===== src/rtl/alu_mw_sequencer.sv =====
`default_nettype none
// ============================================================================
// Module   : alu_mw_sequencer
// Brief    : Drives the shared 32-bit ALU one word per clock (LS word first)
//            to build a WORDS x 32-bit add/subtract with carry chaining and
//            full-width NZCV flags. Valid/ready request in, valid/ready out.
// Revision : 1.0 - initial release
// ============================================================================
module alu_mw_sequencer #(
    parameter int WORDS = 2
) (
    input  logic                  CLK,
    input  logic                  Reset,
    input  logic                  req_valid,
    output logic                  req_ready,
    input  logic                  req_op,
    input  logic [32*WORDS-1:0]   req_a,
    input  logic [32*WORDS-1:0]   req_b,
    output logic                  resp_valid,
    input  logic                  resp_ready,
    output logic [32*WORDS-1:0]   resp_result,
    output logic [3:0]            resp_flags,
    output logic                  busy,
    output logic [31:0]           alu_src_a,
    output logic [31:0]           alu_src_b,
    output logic [3:0]            alu_control,
    output logic                  alu_c_in,
    input  logic [31:0]           alu_result,
    input  logic [3:0]            alu_flags
);

    localparam int                 c_IDX_W    = (WORDS > 2) ? 2 : 1;
    localparam logic [c_IDX_W-1:0] c_LAST_IDX = c_IDX_W'(WORDS - 1);
    localparam logic [c_IDX_W-1:0] c_IDX_ONE  = c_IDX_W'(1);

    localparam logic [1:0] c_IDLE = 2'd0;
    localparam logic [1:0] c_RUN  = 2'd1;
    localparam logic [1:0] c_DONE = 2'd2;

    localparam logic [3:0] c_ALU_ADD = 4'b0100;
    localparam logic [3:0] c_ALU_ADC = 4'b0101;

    logic [1:0]            r_state;
    logic [1:0]            w_next_state;
    logic [c_IDX_W-1:0]    r_idx;
    logic                  r_op;
    logic [32*WORDS-1:0]   r_a;
    logic [32*WORDS-1:0]   r_b;   // already inverted for subtract
    logic                  r_carry;
    logic                  r_zacc;
    logic [32*WORDS-1:0]   r_result;
    logic [3:0]            r_flags;

    logic [31:0]           w_a_word;
    logic [31:0]           w_b_word;
    logic                  w_first;
    logic                  w_last;
    logic                  w_zsum;
    logic                  w_v;
    logic                  w_unused_flags;

    assign w_a_word = r_a[{r_idx, 5'b0} +: 32];
    assign w_b_word = r_b[{r_idx, 5'b0} +: 32];
    assign w_first  = (r_idx == '0);
    assign w_last   = (r_idx == c_LAST_IDX);

    // Non-zero accumulator restarts at word 0 so a stale value never leaks in
    assign w_zsum   = (w_first ? 1'b0 : r_zacc) | (|alu_result);

    // Signed overflow judged from the top word operands and the ALU sum
    assign w_v      = (w_a_word[31] == w_b_word[31]) && (alu_result[31] != w_a_word[31]);

    // Only the carry flag of the ALU is consumed
    assign w_unused_flags = ^{alu_flags[3:2], alu_flags[0]};

    assign resp_result = r_result;
    assign resp_flags  = r_flags;

    // State register
    always_ff @(posedge CLK) begin
        if (Reset) begin
            r_state <= c_IDLE;
        end else begin
            r_state <= w_next_state;
        end
    end

    // Next-state logic, handshake outputs and ALU bus drive
    always_comb begin
        w_next_state = r_state;
        req_ready    = 1'b0;
        resp_valid   = 1'b0;
        busy         = 1'b0;
        alu_src_a    = 32'd0;
        alu_src_b    = 32'd0;
        alu_control  = c_ALU_ADD;
        alu_c_in     = 1'b0;
        case (r_state)
            c_IDLE: begin
                req_ready = 1'b1;
                if (req_valid) begin
                    w_next_state = c_RUN;
                end
            end
            c_RUN: begin
                busy        = 1'b1;
                alu_src_a   = w_a_word;
                alu_src_b   = w_b_word;
                alu_control = c_ALU_ADC;
                // Word 0 injects the +1 of two's-complement subtract
                alu_c_in    = w_first ? r_op : r_carry;
                if (w_last) begin
                    w_next_state = c_DONE;
                end
            end
            c_DONE: begin
                busy       = 1'b1;
                resp_valid = 1'b1;
                if (resp_ready) begin
                    w_next_state = c_IDLE;
                end
            end
            default: begin
                w_next_state = c_IDLE;
            end
        endcase
    end

    // Operand capture, per-word result collection and flag accumulation
    always_ff @(posedge CLK) begin
        if (Reset) begin
            r_idx    <= '0;
            r_op     <= 1'b0;
            r_a      <= '0;
            r_b      <= '0;
            r_carry  <= 1'b0;
            r_zacc   <= 1'b0;
            r_result <= '0;
            r_flags  <= 4'd0;
        end else begin
            case (r_state)
                c_IDLE: begin
                    if (req_valid) begin
                        r_a      <= req_a;
                        r_b      <= req_op ? ~req_b : req_b;
                        r_op     <= req_op;
                        r_result <= '0;
                        r_idx    <= '0;
                        r_carry  <= 1'b0;
                        r_zacc   <= 1'b0;
                    end
                end
                c_RUN: begin
                    r_result[{r_idx, 5'b0} +: 32] <= alu_result;
                    r_carry                       <= alu_flags[1];
                    r_zacc                        <= w_zsum;
                    if (w_last) begin
                        r_flags <= {alu_result[31], ~w_zsum, alu_flags[1], w_v};
                    end else begin
                        r_idx <= r_idx + c_IDX_ONE;
                    end
                end
                default: begin
                end
            endcase
        end
    end

endmodule
`default_nettype wire

===== config.mk =====
export PLATFORM = sky130hd
export DESIGN_NAME = alu_mw_sequencer
export DESIGN_NICKNAME = d
export VERILOG_FILES = /design/src/rtl/alu_mw_sequencer.sv
export SDC_FILE = /design/constraint.sdc
export NUM_CORES = 1
export LEC_CHECK = 0
export ABC_CLOCK_PERIOD_IN_PS = 2100
export BUFFER_PORTS_ARGS = -buffer_cell sky130_fd_sc_hd__buf_2
export CAP_MARGIN = 20
export CORE_ASPECT_RATIO = 0.8
export CORE_MARGIN = 4
export CORE_UTILIZATION = 40
export CTS_CLUSTER_DIAMETER = 200
export DETAILED_ROUTE_END_ITERATION = 8
export PLACE_DENSITY = 0.65
export SYNTH_ARGS = -nofsm -noshare
export SYNTH_HDL_FRONTEND = slang
export SYNTH_SLANG_ARGS = --single-unit

===== constraint.sdc =====
create_clock -name CLK -period 2.1 [get_ports CLK]
set_clock_uncertainty 0.05 [all_clocks]
set_input_delay 0.315 -clock CLK [delete_from_list [all_inputs] [get_ports CLK]]
set_output_delay 0.315 -clock CLK [all_outputs]
set_load 0.02 [all_outputs]

# Word-level counts from Yosys, hierarchy flattened

Cells that the tools add are included.

Register bits after elaboration: 202
Output and inout port bits: 140
Logic and storage cells: 56

$add $sub $neg: 2
Equal/unequal tests: 7
Shift-type cells: 4
Mux-type cells: 22
Bitwise logic cells: 3
Reduce and logical (&&, ||, !) cells: 9

Operators by type and width:

| cell                    | count |
|---|---|
| $mux 64                 | 2 |
| $pmux 64 s2             | 1 |
| $shiftx 64x7->32        | 2 |
| $bwmux 64               | 1 |
| $mux 32                 | 2 |
| $not 64->64             | 1 |
| $shift 32x8->64 const A | 1 |
| $shiftx 32x8->64        | 1 |
| $reduce_or 32->1        | 1 |
| $mux 1                  | 9 |
| $neg 6->8               | 1 |
| $mux 2                  | 3 |
| $ne 2x2->1 const B      | 3 |
| $pmux 1 s2              | 3 |
| $pmux 2 s3              | 1 |
| $reduce_and 2->1        | 3 |
| $reduce_and 3->1        | 1 |
| $eq 2x1->1 const B      | 1 |
| $eq 2x2->1 const B      | 1 |
| $logic_not 2->1         | 1 |
| $reduce_bool 2->1       | 1 |
| $reduce_or 2->1         | 1 |
| $add 1x1->1 const B     | 1 |
| $eq 1x1->1              | 1 |
| 4 further kinds         | 4 |

# Logic depth before layout (Yosys ltp)

Depth after elaboration: 4
Depth in mapped cells: 8
Gate-level depth less buffers: 5

# Worst setup path before layout

OpenSTA, ideal clock, no wires.

Path type: reg-to-output
From: register r_state[1]
To: output port alu_c_in
Data arrival time: 1.611 ns
Required time: 1.735 ns
Setup slack: 0.124 ns
Stages on the path, launching flop included: 7
Buffers on the path: 3
Path through: dfxtp_1 inv_1 ha_1 buf_4 buf_2 clkbuf_1 nor2b_1

Longest elaborated chain between the ends: 2

RTL lines:

| item                     | line | text |
|---|---|---|
| start: declaration       | 43   | `logic [1:0] r_state;` |
| start signal: assignment | 82   | `r_state <= c_IDLE;` |
| start signal: assignment | 84   | `r_state <= w_next_state;` |
| $eq 2x1->1               | 98   | `case (r_state)` |
| $mux 1                   | 98   |  |
| end: declaration         | 27   | `output logic alu_c_in,` |

Every way passes these cells.

# Worst setup path in the final report

From: register r_state[1]
To: output port alu_src_b[29]

Longest elaborated chain between the ends: 2

RTL lines:

| item             | line | text |
|---|---|---|
| $eq 2x1->1       | 98   |  |
| $mux 32          | 98   |  |
| end: declaration | 25   | `output logic [31:0] alu_src_b,` |

Every way passes these cells.

==> summary.md <==
| Metric | Value |
|---|---|
| Status | completed |
| M2 GR Usage | 0.350 |
| DIE HEIGHT | 146 µm |
| DR vias | 9,236 |
| Synth Flop Type | dfxtp_1 |
| TritonCTS clock tree | done |
| DIE WIDTH | 180 µm |
| Tightest Hold Check Type | in -> reg |
| Mapped Area | 9480 µm² |
| Vias in the first global route | 8,823 |
| Crit path DAT | 1.72 ns |
| Slew @ Worst Pin | 0.670 ns |
| Crit share post-route | 0.992 |
| Warnings from Yosys | 0 |
| Clk buf depth | 3 |
| Slowest CP cell | dfxtp_2 |
| Max-Slew Margin vs Limit | 0.551 |
| CTS sink count | 202 |
| Met1 Usage GRT | 0.287 |
| Drt total wl | 31.9 mm |
| Top post-synthesis cells by area | dfxtp_1 (43%), a21oi_1 (7.0%), mux2i_1 (7.0%) |
| FFs w/ async S/R, synth | 0 |
| Wire length of the first global-routing pass | 48.0 mm |
| Final worst setup slack | 0.0168 ns |
| Worst path cell trace | inv_2 -> ha_4 -> buf_12 -> buf_16 -> nor2b_2 -> buf_6 |
| DPL Wire Length | 19.1 mm |
| Clk pin slew, worst setup/hold paths | 0.06 ns |
| Layout cells sized above 1 | 0.347 |
| TritonCTS Buffers | 23 |
| CP Max Fanout | 9 |
| P&R area growth vs syn | 41.4% |
| Total GRT Usage | 0.217 |
| Setup Crit Path Kind | reg -> out |
| Hold Violations, Final | 0 |
| Fmax | 480 MHz |
| CP Capture Point | alu_src_b[29] |
| Drt pass-1 iters | 5 |
| Hold_sp | req_a[2] |
| Grt ovf | 0 |
| Pre-CTS setup slack | 0.166 ns |
| CTS root buf | clkbuf_16 |
| Clock latency on the worst-skew pair | 0.51 ns |
| Post-synthesis sequential area ratio | 0.426 |
| Synth area leader | dfxtp_1 |
| First-iteration detailed-routing DRC count | 600 |
| Grt met3 use | 0.0695 |
| Maxcap violations | 0 |
| Static Leak | 0.00526 µW |
| Final core utilization | 0.575 |
| Peak supply drop | 548 µV |
| Pin count of the biggest net entering global routing | 67 |
| Final ANT Viol Nets | 0 |
| H-tree levels | 1 |
| Post-DR vias/cell | 5.29 |
| Top-level I/O count | 309 |
| Buffers on Ports | 302 |
| Unrepaired setup endpoints after global routing | true |
| WL/cell | 18.3 µm |
| Worst Setup Start Kind | register |
| Synth top area share | 0.426 |
| Starting Density | 0.406 |
| Power per cell area | 790 nW/µm² |
| Critical path capture point type | output pin |
| # setup viols final | 0 |
| DIE AREA | 26,200 µm² |
| Busiest grt layer | met2 |
| Total power | 10,600 µW |
| Reg2reg start | r_state[1] |
| Netlist cell types | 41 |
| Cell with the most instances after synthesis | dfxtp_1 |
| R2R depth | 9 |
| Cells after Synth | 1,083 |
| Fill cells | 2,017 |
| Period minus WS final | 2.08 ns |
| Yosys reg bits | 202 |
| Fin. max-slew vios | 0 |
| Final net count | 1,589 |
| Row count | 50 |
| Avg Cell Area, Syn | 8.76 µm² |
| CP Launch Point | r_state[1] |
| Max stage delay on crit path | 0.32 ns |
| Post-synth EDFFs | 0 |
| R2R Path End | resp_result[16] |
| Placer congestion estimate | 0.794 |
| R2R Setup Slk | 0.11 ns |
| Antenna violations before repair | 7 |
| Core area | 23,300 µm² |
| Residual DRC | 0 |
| Commonest cells in the netlist | dfxtp_1 (202), nand2_1 (138), a21oi_1 (132) |
| Required time of the critical path | 1.74 ns |
area by class of cell:
class | count | area [µm²] | area share
Antenna cell | 2 | 5.00 | 0.000373
Clock buffer | 33 | 673 | 0.0502
Clock inverter | 6 | 66.3 | 0.00495
Inverter | 5 | 18.8 | 0.00140
Multi-Input combinational cell | 765 | 5090 | 0.380
Sequential cell | 202 | 4050 | 0.302
Tap cell | 312 | 390 | 0.0291
Timing Repair Buffer | 420 | 3120 | 0.232
state kept, by name, summed over array words and instances (netlist names):
register / cells
r_op: 1
r_b: 64
r_carry: 1
resp_result: 64
r_state: 2
r_idx: 1
r_a: 64
r_zacc: 1
resp_flags: 4
how the worst min path moves through the flow:
stage	end	slack (ns)	cells after the start
after detailed placement	r_a[28]	0.40	2
after global placement	r_a[25]	0.39	2
after global routing	r_a[2]	0.01	3
after floorplan	r_a[0]	0.39	2
after CTS	r_a[2]	0.002	3
final	r_a[2]	0.02	3
placed cells by master (no fill, tap or decap), types with 3 or more instances in the layout:
master,instances
buf_16,4
clkbuf_1,4
a21oi_1,132
dlygate4sd3_1,59
mux2i_4,9
o21ai_0,60
xnor2_1,64
nor2b_4,14
nor4_1,8
inv_1,4
buf_6,20
buf_2,255
buf_4,57
a211oi_1,23
nand3_1,3
dfxtp_1,199
a211oi_2,41
mux2i_2,7
nand2_1,137
clkbuf_8,6
mux2i_1,50
nor2b_2,19
nand4_1,66
nor2_1,66
o21ai_1,4
buf_12,19
conb_1,3
nor2b_1,34
clkbuf_16,26
cells by family after synthesis:
logic type,after synthesis,synth area share
simple gates,355,0.181
compound gates,272,0.187
flops,202,0.426
buf+inv,118,0.0712
mux,67,0.0712
xor+xnor,64,0.0591
fa+ha+maj,3,0.00396
other cells,2,0.000792
metal layers:
layer  part of all wire  routed length [µm]  vias up
li1                   -                   -     4432
met2               0.47               15000      383
met1               0.41               13200     4344
met5             0.0022                  69        -
met4              0.027                 862       12
met3              0.090                2860       65
per-stage QoR:
step           cells  TNS [ns]  hold WS (ns)  area, µm²
2_1_floorplan   1084         0         0.386       9490
3_3_place_gp    1625         0         0.391      11300
6_report        1745         0        0.0194      13400
4_1_cts         1735         0       0.00158      12900
5_1_grt         1744    -0.538        0.0106      13400
3_5_place_dp    1625         0         0.396      11300
worst max-delay path, delay by kind of cell (launching register included):
family / cells / cell delay (ns)
flip-flops: 1 / 0.32
AND/OR/NAND/NOR: 1 / 0.18
adder cells (fa/ha/maj): 1 / 0.18
buffers and inverters: 4 / 0.52
power by group:
part           internal (µW)  leakage (µW)  switching (µW)
Sequential              4100       0.00166             161
Combinational           1080       0.00324            1310
Clock                   2350      0.000366            1610
Total                   7520       0.00526            3080
repair_timing:
action	CTS	global route
hold buffers	59	0
setup buffers	10	3
cloned	2	5
gates resized for setup	21	114
endpoints found under the hold margin	59	0
setup endpoints to repair	65	78
(Power assumes the default switching activity.)
